===== src/rtl/serv_lsu_ser.sv =====
// serv_lsu_ser: serial load/store unit for the SERV core.
// Bridges W-bit serial data to a 32-bit Wishbone data bus.
module serv_lsu_ser #(
  parameter int W        = 1,
  parameter bit WITH_CSR = 1'b1,
  parameter int TIMEOUT  = 0
) (
  input  logic         i_clk,
  input  logic         i_rst,
  input  logic         i_req,
  output logic         o_ready,
  input  logic         i_we,
  input  logic         i_word,
  input  logic         i_half,
  input  logic         i_signed,
  input  logic [31:0]  i_addr,
  output logic         o_dat_req,
  input  logic [W-1:0] i_dat,
  output logic         o_rd_vld,
  output logic [W-1:0] o_rd,
  output logic         o_done,
  output logic         o_misalign,
  output logic         o_err,
  output logic [31:0]  o_wb_adr,
  output logic [31:0]  o_wb_dat,
  output logic [3:0]   o_wb_sel,
  output logic         o_wb_we,
  output logic         o_wb_cyc,
  input  logic [31:0]  i_wb_rdt,
  input  logic         i_wb_ack,
  input  logic         i_wb_err
);

  localparam int N  = 32 / W;
  localparam int CW = $clog2(N);
  localparam logic [CW-1:0] CLAST = CW'(N - 1);
  localparam int TW = (TIMEOUT > 1) ? $clog2(TIMEOUT) : 1;
  localparam logic [TW-1:0] TLAST =
    TW'((TIMEOUT > 0) ? TIMEOUT - 1 : 0);

  typedef enum logic [2:0] {
    S_IDLE,
    S_FILL,
    S_BUS,
    S_DRAIN,
    S_DONE
  } state_t;

  state_t state;
  state_t state_nxt;

  logic [31:0]   dbuf;
  logic [31:0]   adr_q;
  logic          we_q;
  logic          word_q;
  logic          half_q;
  logic          sgn_q;
  logic          mis_q;
  logic          err_q;
  logic [CW-1:0] cnt;
  logic [TW-1:0] tcnt;

  logic          misalign;
  logic          last;
  logic          tout;
  logic          bus_fail;
  logic [31:0]   rdt_sh;
  logic [31:0]   ld_ext;
  logic [3:0]    sel;

  assign misalign = WITH_CSR &
    ((i_addr[0] & (i_word | i_half)) |
     (i_addr[1] & i_word));

  assign last     = (cnt == CLAST);
  assign tout     = (TIMEOUT != 0) && (tcnt == TLAST);
  assign bus_fail = i_wb_err | (~i_wb_ack & tout);

  assign rdt_sh   = i_wb_rdt >> {adr_q[1:0], 3'b000};

  // load result: lane-aligned read data, sign/zero extended by size
  always_comb begin
    ld_ext = rdt_sh;
    if (!word_q && half_q)
      ld_ext = {{16{sgn_q & rdt_sh[15]}}, rdt_sh[15:0]};
    else if (!word_q)
      ld_ext = {{24{sgn_q & rdt_sh[7]}}, rdt_sh[7:0]};
  end

  // byte enables from access size and address offset
  always_comb begin
    sel = 4'b0001 << adr_q[1:0];
    if (word_q)
      sel = 4'b1111;
    else if (half_q)
      sel = 4'b0011 << adr_q[1:0];
  end

  assign o_wb_adr   = {adr_q[31:2], 2'b00};
  assign o_wb_dat   = dbuf << {adr_q[1:0], 3'b000};
  assign o_wb_sel   = o_wb_cyc ? sel : 4'b0000;
  assign o_wb_we    = o_wb_cyc & we_q;
  assign o_rd       = dbuf[W-1:0];
  assign o_misalign = o_done & mis_q;
  assign o_err      = o_done & err_q;

  // state register
  always_ff @(posedge i_clk) begin
    if (i_rst)
      state <= S_IDLE;
    else
      state <= state_nxt;
  end

  // next state and handshake outputs
  always_comb begin
    state_nxt = state;
    o_ready   = 1'b0;
    o_dat_req = 1'b0;
    o_rd_vld  = 1'b0;
    o_done    = 1'b0;
    o_wb_cyc  = 1'b0;
    unique case (state)
      S_IDLE: begin
        o_ready = 1'b1;
        if (i_req) begin
          if (misalign)
            state_nxt = S_DONE;
          else if (i_we)
            state_nxt = S_FILL;
          else
            state_nxt = S_BUS;
        end
      end
      S_FILL: begin
        o_dat_req = 1'b1;
        if (last)
          state_nxt = S_BUS;
      end
      S_BUS: begin
        o_wb_cyc = 1'b1;
        if (bus_fail)
          state_nxt = S_DONE;
        else if (i_wb_ack)
          state_nxt = we_q ? S_DONE : S_DRAIN;
      end
      S_DRAIN: begin
        o_rd_vld = 1'b1;
        if (last)
          state_nxt = S_DONE;
      end
      S_DONE: begin
        o_done    = 1'b1;
        state_nxt = S_IDLE;
      end
      default: state_nxt = S_IDLE;
    endcase
  end

  // request latch, shift buffer, shift and timeout counters
  always_ff @(posedge i_clk) begin
    if (i_rst) begin
      dbuf   <= '0;
      adr_q  <= '0;
      we_q   <= 1'b0;
      word_q <= 1'b0;
      half_q <= 1'b0;
      sgn_q  <= 1'b0;
      mis_q  <= 1'b0;
      err_q  <= 1'b0;
      cnt    <= '0;
      tcnt   <= '0;
    end else begin
      if (state != S_BUS)
        tcnt <= '0;
      unique case (state)
        S_IDLE: begin
          if (i_req) begin
            adr_q  <= i_addr;
            we_q   <= i_we;
            word_q <= i_word;
            half_q <= i_half;
            sgn_q  <= i_signed;
            mis_q  <= misalign;
            err_q  <= 1'b0;
            cnt    <= '0;
          end
        end
        S_FILL: begin
          dbuf <= {i_dat, dbuf[31:W]};
          cnt  <= cnt + 1'b1;
        end
        S_BUS: begin
          tcnt <= tcnt + 1'b1;
          if (bus_fail)
            err_q <= 1'b1;
          else if (i_wb_ack && !we_q)
            dbuf <= ld_ext;
        end
        S_DRAIN: begin
          dbuf <= dbuf >> W;
          cnt  <= cnt + 1'b1;
        end
        default: ;
      endcase
    end
  end

endmodule


===== config.mk =====
export PLATFORM = sky130hd
export DESIGN_NAME = serv_lsu_ser
export DESIGN_NICKNAME = d
export VERILOG_FILES = /design/src/rtl/serv_lsu_ser.sv
export SDC_FILE = /design/constraint.sdc
export NUM_CORES = 1
export LEC_CHECK = 0
export ABC_AREA = 0
export BUFFER_PORTS_ARGS = -buffer_cell sky130_fd_sc_hd__buf_2
export CORE_MARGIN = 8
export CORE_UTILIZATION = 30
export DETAILED_ROUTE_END_ITERATION = 12
export PLACE_DENSITY = 0.56
export SYNTH_ARGS = -nofsm -noshare
export SYNTH_HDL_FRONTEND = slang
export SYNTH_SLANG_ARGS = --single-unit

===== constraint.sdc =====
create_clock -name i_clk -period 3.2 [get_ports i_clk]
set_clock_uncertainty 0.15 [all_clocks]
set_input_delay 0.64 -clock i_clk [delete_from_list [all_inputs] [get_ports i_clk]]
set_output_delay 0.64 -clock i_clk [all_outputs]
set_load 0.02 [all_outputs]

# After elaboration in Yosys (flattened, before gate mapping)
# Cells that the tools add are included.
# op_classes
mul	0
bitwise_logic	9
n_reduce_logical	14
magnitude_cmp	0
add_sub_neg	1
shift	4
n_div	0
eq_ne	12
mux	27
# op_table
op	n
32-bit 2-to-1 mux	4
32-bit one-hot mux with 3 select lines	1
32-bit by 5-bit left shift with 32-bit output	1
32-bit by 5-bit >> shifter with 32-bit output	1
3-bit 2-to-1 mux	7
4-bit 2-to-1 mux	3
2-bit != test (second input constant)	6
3-bit one-hot mux with 4 select lines	1
5-bit one-hot mux with 2 select lines	1
1-bit AND	7
1-bit 2-to-1 mux	7
3-bit by 2-bit == test with 1-bit output (second input constant)	2
3-bit AND reduction	2
5-bit by 1-bit adder with 5-bit output (second input constant)	1
5-bit == test (second input constant)	1
5-bit 2-to-1 mux	1
2-bit AND reduction	2
4-bit AND reduction	1
2-bit nonzero test	2
1-bit by 2-bit left shift with 4-bit output (first input constant)	1
2-bit by 2-bit left shift with 4-bit output (first input constant)	1
3-bit by 1-bit == test with 1-bit output (second input constant)	1
3-bit == test (second input constant)	1
3-bit zero test	1
other kinds (8)	11
# totals
latch_bits	0
n_memories	0
in_bits	74
out_inout_bits	77
wordCells	77
ramBits	0
rom_bits	0
reg_bits	78

# Logic depth before layout (Yosys ltp)
# logic_depth
word_depth	7
depth_mapped	8
mapped_depth_nobuf	7

# Least setup slack after synthesis
# No wires, ideal clock.
# synth_path
path_kind	reg-to-output
start	register adr_q[1]
end	output port o_wb_sel[3]
required_ns	2.410
t_arrival_ns	1.619
path_stages_with_launch	8
path_slack_ns	0.791
cell_sequence	dfxtp_1 > buf_6 > buf_4 > buf_4 > buf_4 > buf_2 > o21ai_0 > a21oi_1
# synth_between
elab_chain_len	4
# synth_rtl
item	line_no	text
start, declared	53	logic [31:0] adr_q;
start signal, assigned	179	adr_q <= i_addr;
2-bit by 2-bit left shift with 4-bit output / 1-bit by 2-bit left shift with 4-bit output (equally long branches)	96, 92	
4-bit 2-to-1 mux *	95	else if (half_q)
4-bit 2-to-1 mux *	93	if (word_q)
4-bit 2-to-1 mux *	101	assign o_wb_sel = o_wb_cyc ? sel : 4'b0000;
end, declared	26	output logic [3:0] o_wb_sel,
# Mark *: on every way between the ends. The rest lies on a longest branch, timed or not.

# Worst setup path after layout
# layout_path
start	register state[1]
end	output port o_wb_we
# layout_between
elab_chain_len	3
# layout_rtl
item	line_no	text
start, declared	49	state_t state;
start signal, assigned	112	state <= state_nxt;
3-bit by 2-bit == test with 1-bit output	123	unique case (state)
1-bit 2-to-1 mux	123	
1-bit AND	102	assign o_wb_we = o_wb_cyc & we_q;
end, declared	27	output logic o_wb_we,
# Every way passes these cells.

==> flow_metrics.py <==
metrics = {
    "worst_setup_path": {
        "crit_chain": "inv_2, or3_1, clkinv_2, and2_1, buf_2",
        "crit_type": "register to primary output",
        "critPathMaxFanout": 17,
        "endpoint_kind": "primary output",
        "crit_arrival_ns": 2.15,
        "path_buf_inv": 3,
        "crit_path_top_delay_cell": "or3_1",
        "path_delay_family": "simple AND/OR/NAND/NOR gates",
        "required_ns": 2.41,
        "startpoint_type": "register",
        "max_stage_delay_ns": 0.56,
    },
    "floorplan": {
        "fp.dieW_microns": 142,
        "die_y_microns": 142,
        "row_count": 46,
        "ios": 151,
        "start_util": 0.304,
        "core_area_sq_um": 15700,
        "die_area_sq_um": 20200,
    },
    "logic_synthesis": {
        "syn_inst": 628,
        "synth_area_leaders": "dfxtp_1 (33%), nand2_1 (8.5%), a21oi_1 (7.3%)",
        "ys_top_cells_by_count": "nand2_1 (108), dfxtp_1 (78), a21oi_1 (70), nor2_1 (70), buf_4 (38)",
        "post-synth-top-area-cell": "dfxtp_1",
        "yosys_most_used_dff": "dfxtp_1",
        "synth_top_area_frac": 0.327,
        "avgSynthCellArea_sq_um": 7.60,
        "synthesis.area_sq_um": 4770,
        "synthArstFlopShare": 0,
        "synth_edf_count": 0,
        "ys_seq_area_frac": 0.327,
        "ys_ff_latch": 78,
        "yosysWarnings": 0,
        "synth.distinct_cells": 47,
        "synth_most_common_cell": "nand2_1",
    },
    "layout": {
        "area_growth_syn_to_layout_pct": 18.0,
        "register_area_sq_um": 1560,
        "layout-drive-gt1-share": 0.278,
        "multiInputGateArea_sq_um": 2640,
        "final_cells": 932,
        "final_area_sq_um": 5630,
        "fill_cells": 1690,
        "fin_nets": 786,
    },
    "route": {
        "vias": 4551,
        "finalWirelength_microns": 15100,
        "drt_iter0_markers": 369,
        "post_drt_wl_per_cell_microns": 16.1,
        "ant_nets": 0,
        "drc": 0,
        "viasPerCell": 4.88,
        "drtPass1Iterations": 5,
    },
    "clock_network": {
        "cts.sinks": 78,
        "cts_tree": "built",
        "htree_levels": 3,
        "insertion_delay_ns": 0.34,
        "ctsResizeCount": 0,
        "cts.clk_slew.worst_paths_ns": 0.06,
        "postCtsHoldBufs": 0,
        "cts_setup_buffers": 0,
        "cts_made_buffers": 9,
        "clock_path_buffers": 2,
        "root_buffer": "clkbuf_16",
    },
    "place": {
        "placed_area_sq_um": 5340,
        "portBuffers": 148,
        "dp_cells": 915,
        "place_hpwl_microns": 11100,
        "place_congestion": 0.836,
    },
    "global_routing": {
        "antenna_found_initial": 2,
        "grt_pass1_vias": 4326,
        "grt_pass1_wl_microns": 23700,
        "grt_max_degree": 69,
        "grt_overflow_total": 0,
        "track_usage": 0.146,
    },
    "hold_path": {
        "hp-class": "register to register",
    },
    "sta": {
        "max_slew_margin": 0.322,
        "finalCriticalPeriod_ns": 2.94,
        "tns_ns": 0,
        "period_share": 0.920,
        "setup_viol": 0,
        "rsz0062_at_grt": "false",
        "max_freq_mhz": 340,
        "final_max_slew_viol_count": 0,
        "worst_pin_slew_ns": 1.01,
        "hold_viol": 0,
    },
    "pwr": {
        "power_mw": 3.10,
        "power_density_nw_per_um2": 550,
        "ir_drop_mv": 0.349,
        "power_leakage_nw": 2.33,
    },
    "outcome": {
        "status": "complete, no violations",
    },
    "job": {
        "drv_cap": 0,
    },
}
-- tightest hold or removal path: stages (launching register included) --
cell and delay (ns):
dfxtp_1 0.30, nand2_1 0.05, a21oi_1 0.05
-- placed cells by master (no fill, tap or decap), drive strengths merged, types with 2 or more instances in the layout --
cell,n
a211oi,30
a21oi,71
a221oi,11
a311oi,9
and2,11
and3,5
buf,158
clkbuf,12
clkinv,4
conb,2
dfxtp,78
ha,2
inv,3
mux2,2
mux2i,31
nand2,108
nand2b,2
nand3,11
nor2,70
nor2b,17
nor3,29
nor4,4
o2111ai,2
o21ai,28
o31ai,2
or2,2
-- kinds of logic after synthesis --
logic type               share of synthesized area
AO/OA/AOI/OAI                                0.228
adder cells (fa/ha/maj)                    0.00524
buffers and inverters                        0.121
flip-flops                                   0.327
multiplexers                                0.0752
other                                     0.000786
AND/OR/NAND/NOR                              0.243
-- cell type report --
type,count,share of cell area
timing repair buffer,158,0.151
inverter,4,0.00289
clock buffer,12,0.0455
sequential,78,0.278
antenna,1,0.000444
tap,216,0.0480
multi-input combinational,459,0.469
clock inverter,4,0.00533
-- metrics by stage --
stage | hold WS (ns) | util | worst slack [ns]
final | 0.301 | 0.358 | 0.255
after global routing | 0.320 | 0.358 | 0.0882
after CTS | 0.304 | 0.358 | 0.247
after detailed placement | 0.295 | 0.340 | 0.627
after global placement | 0.289 | 0.340 | 0.651
after floorplan | 0.282 | - | 0.791
-- state kept, by name (all words and copies together) (netlist names) --
signal  flops
cnt         5
adr_q      32
dbuf       32
state       3
mis_q       1
sgn_q       1
word_q      1
we_q        1
half_q      1
err_q       1
-- layer usage --
layer	routed length, microns	global-route usage	vias up
li1	-	-	2329
met1	6920	0.190	2023
met2	6300	0.213	182
met3	1660	0.0704	15
met4	157	0.0322	2
met5	10	0	-
-- power by group --
| group | internal [mW] | total [mW] | switching, mW |
|---|---|---|---|
| Combinational | 0.329 | 0.930 | 0.602 |
| Clock | 0.571 | 0.982 | 0.411 |
| Sequential | 1.07 | 1.18 | 0.112 |
-- final timing paths --
check | from | endpoint | slack [ns] | cells past startpoint
hold reg to reg | adr_q[30]$_SDFFE_PP0P_ | adr_q[30]$_SDFFE_PP0P_ | 0.30 | 2
setup reg to reg | state[1]$_SDFFE_PP0P_ | dbuf[15]$_SDFFE_PP0P_ | 0.81 | 7
hold / removal | adr_q[30]$_SDFFE_PP0P_ | adr_q[30]$_SDFFE_PP0P_ | 0.30 | 2
setup / recovery | state[1]$_SDFFE_PP0P_ | o_wb_we | 0.26 | 5
No activity file was read; power rests on OpenSTA's default activity.
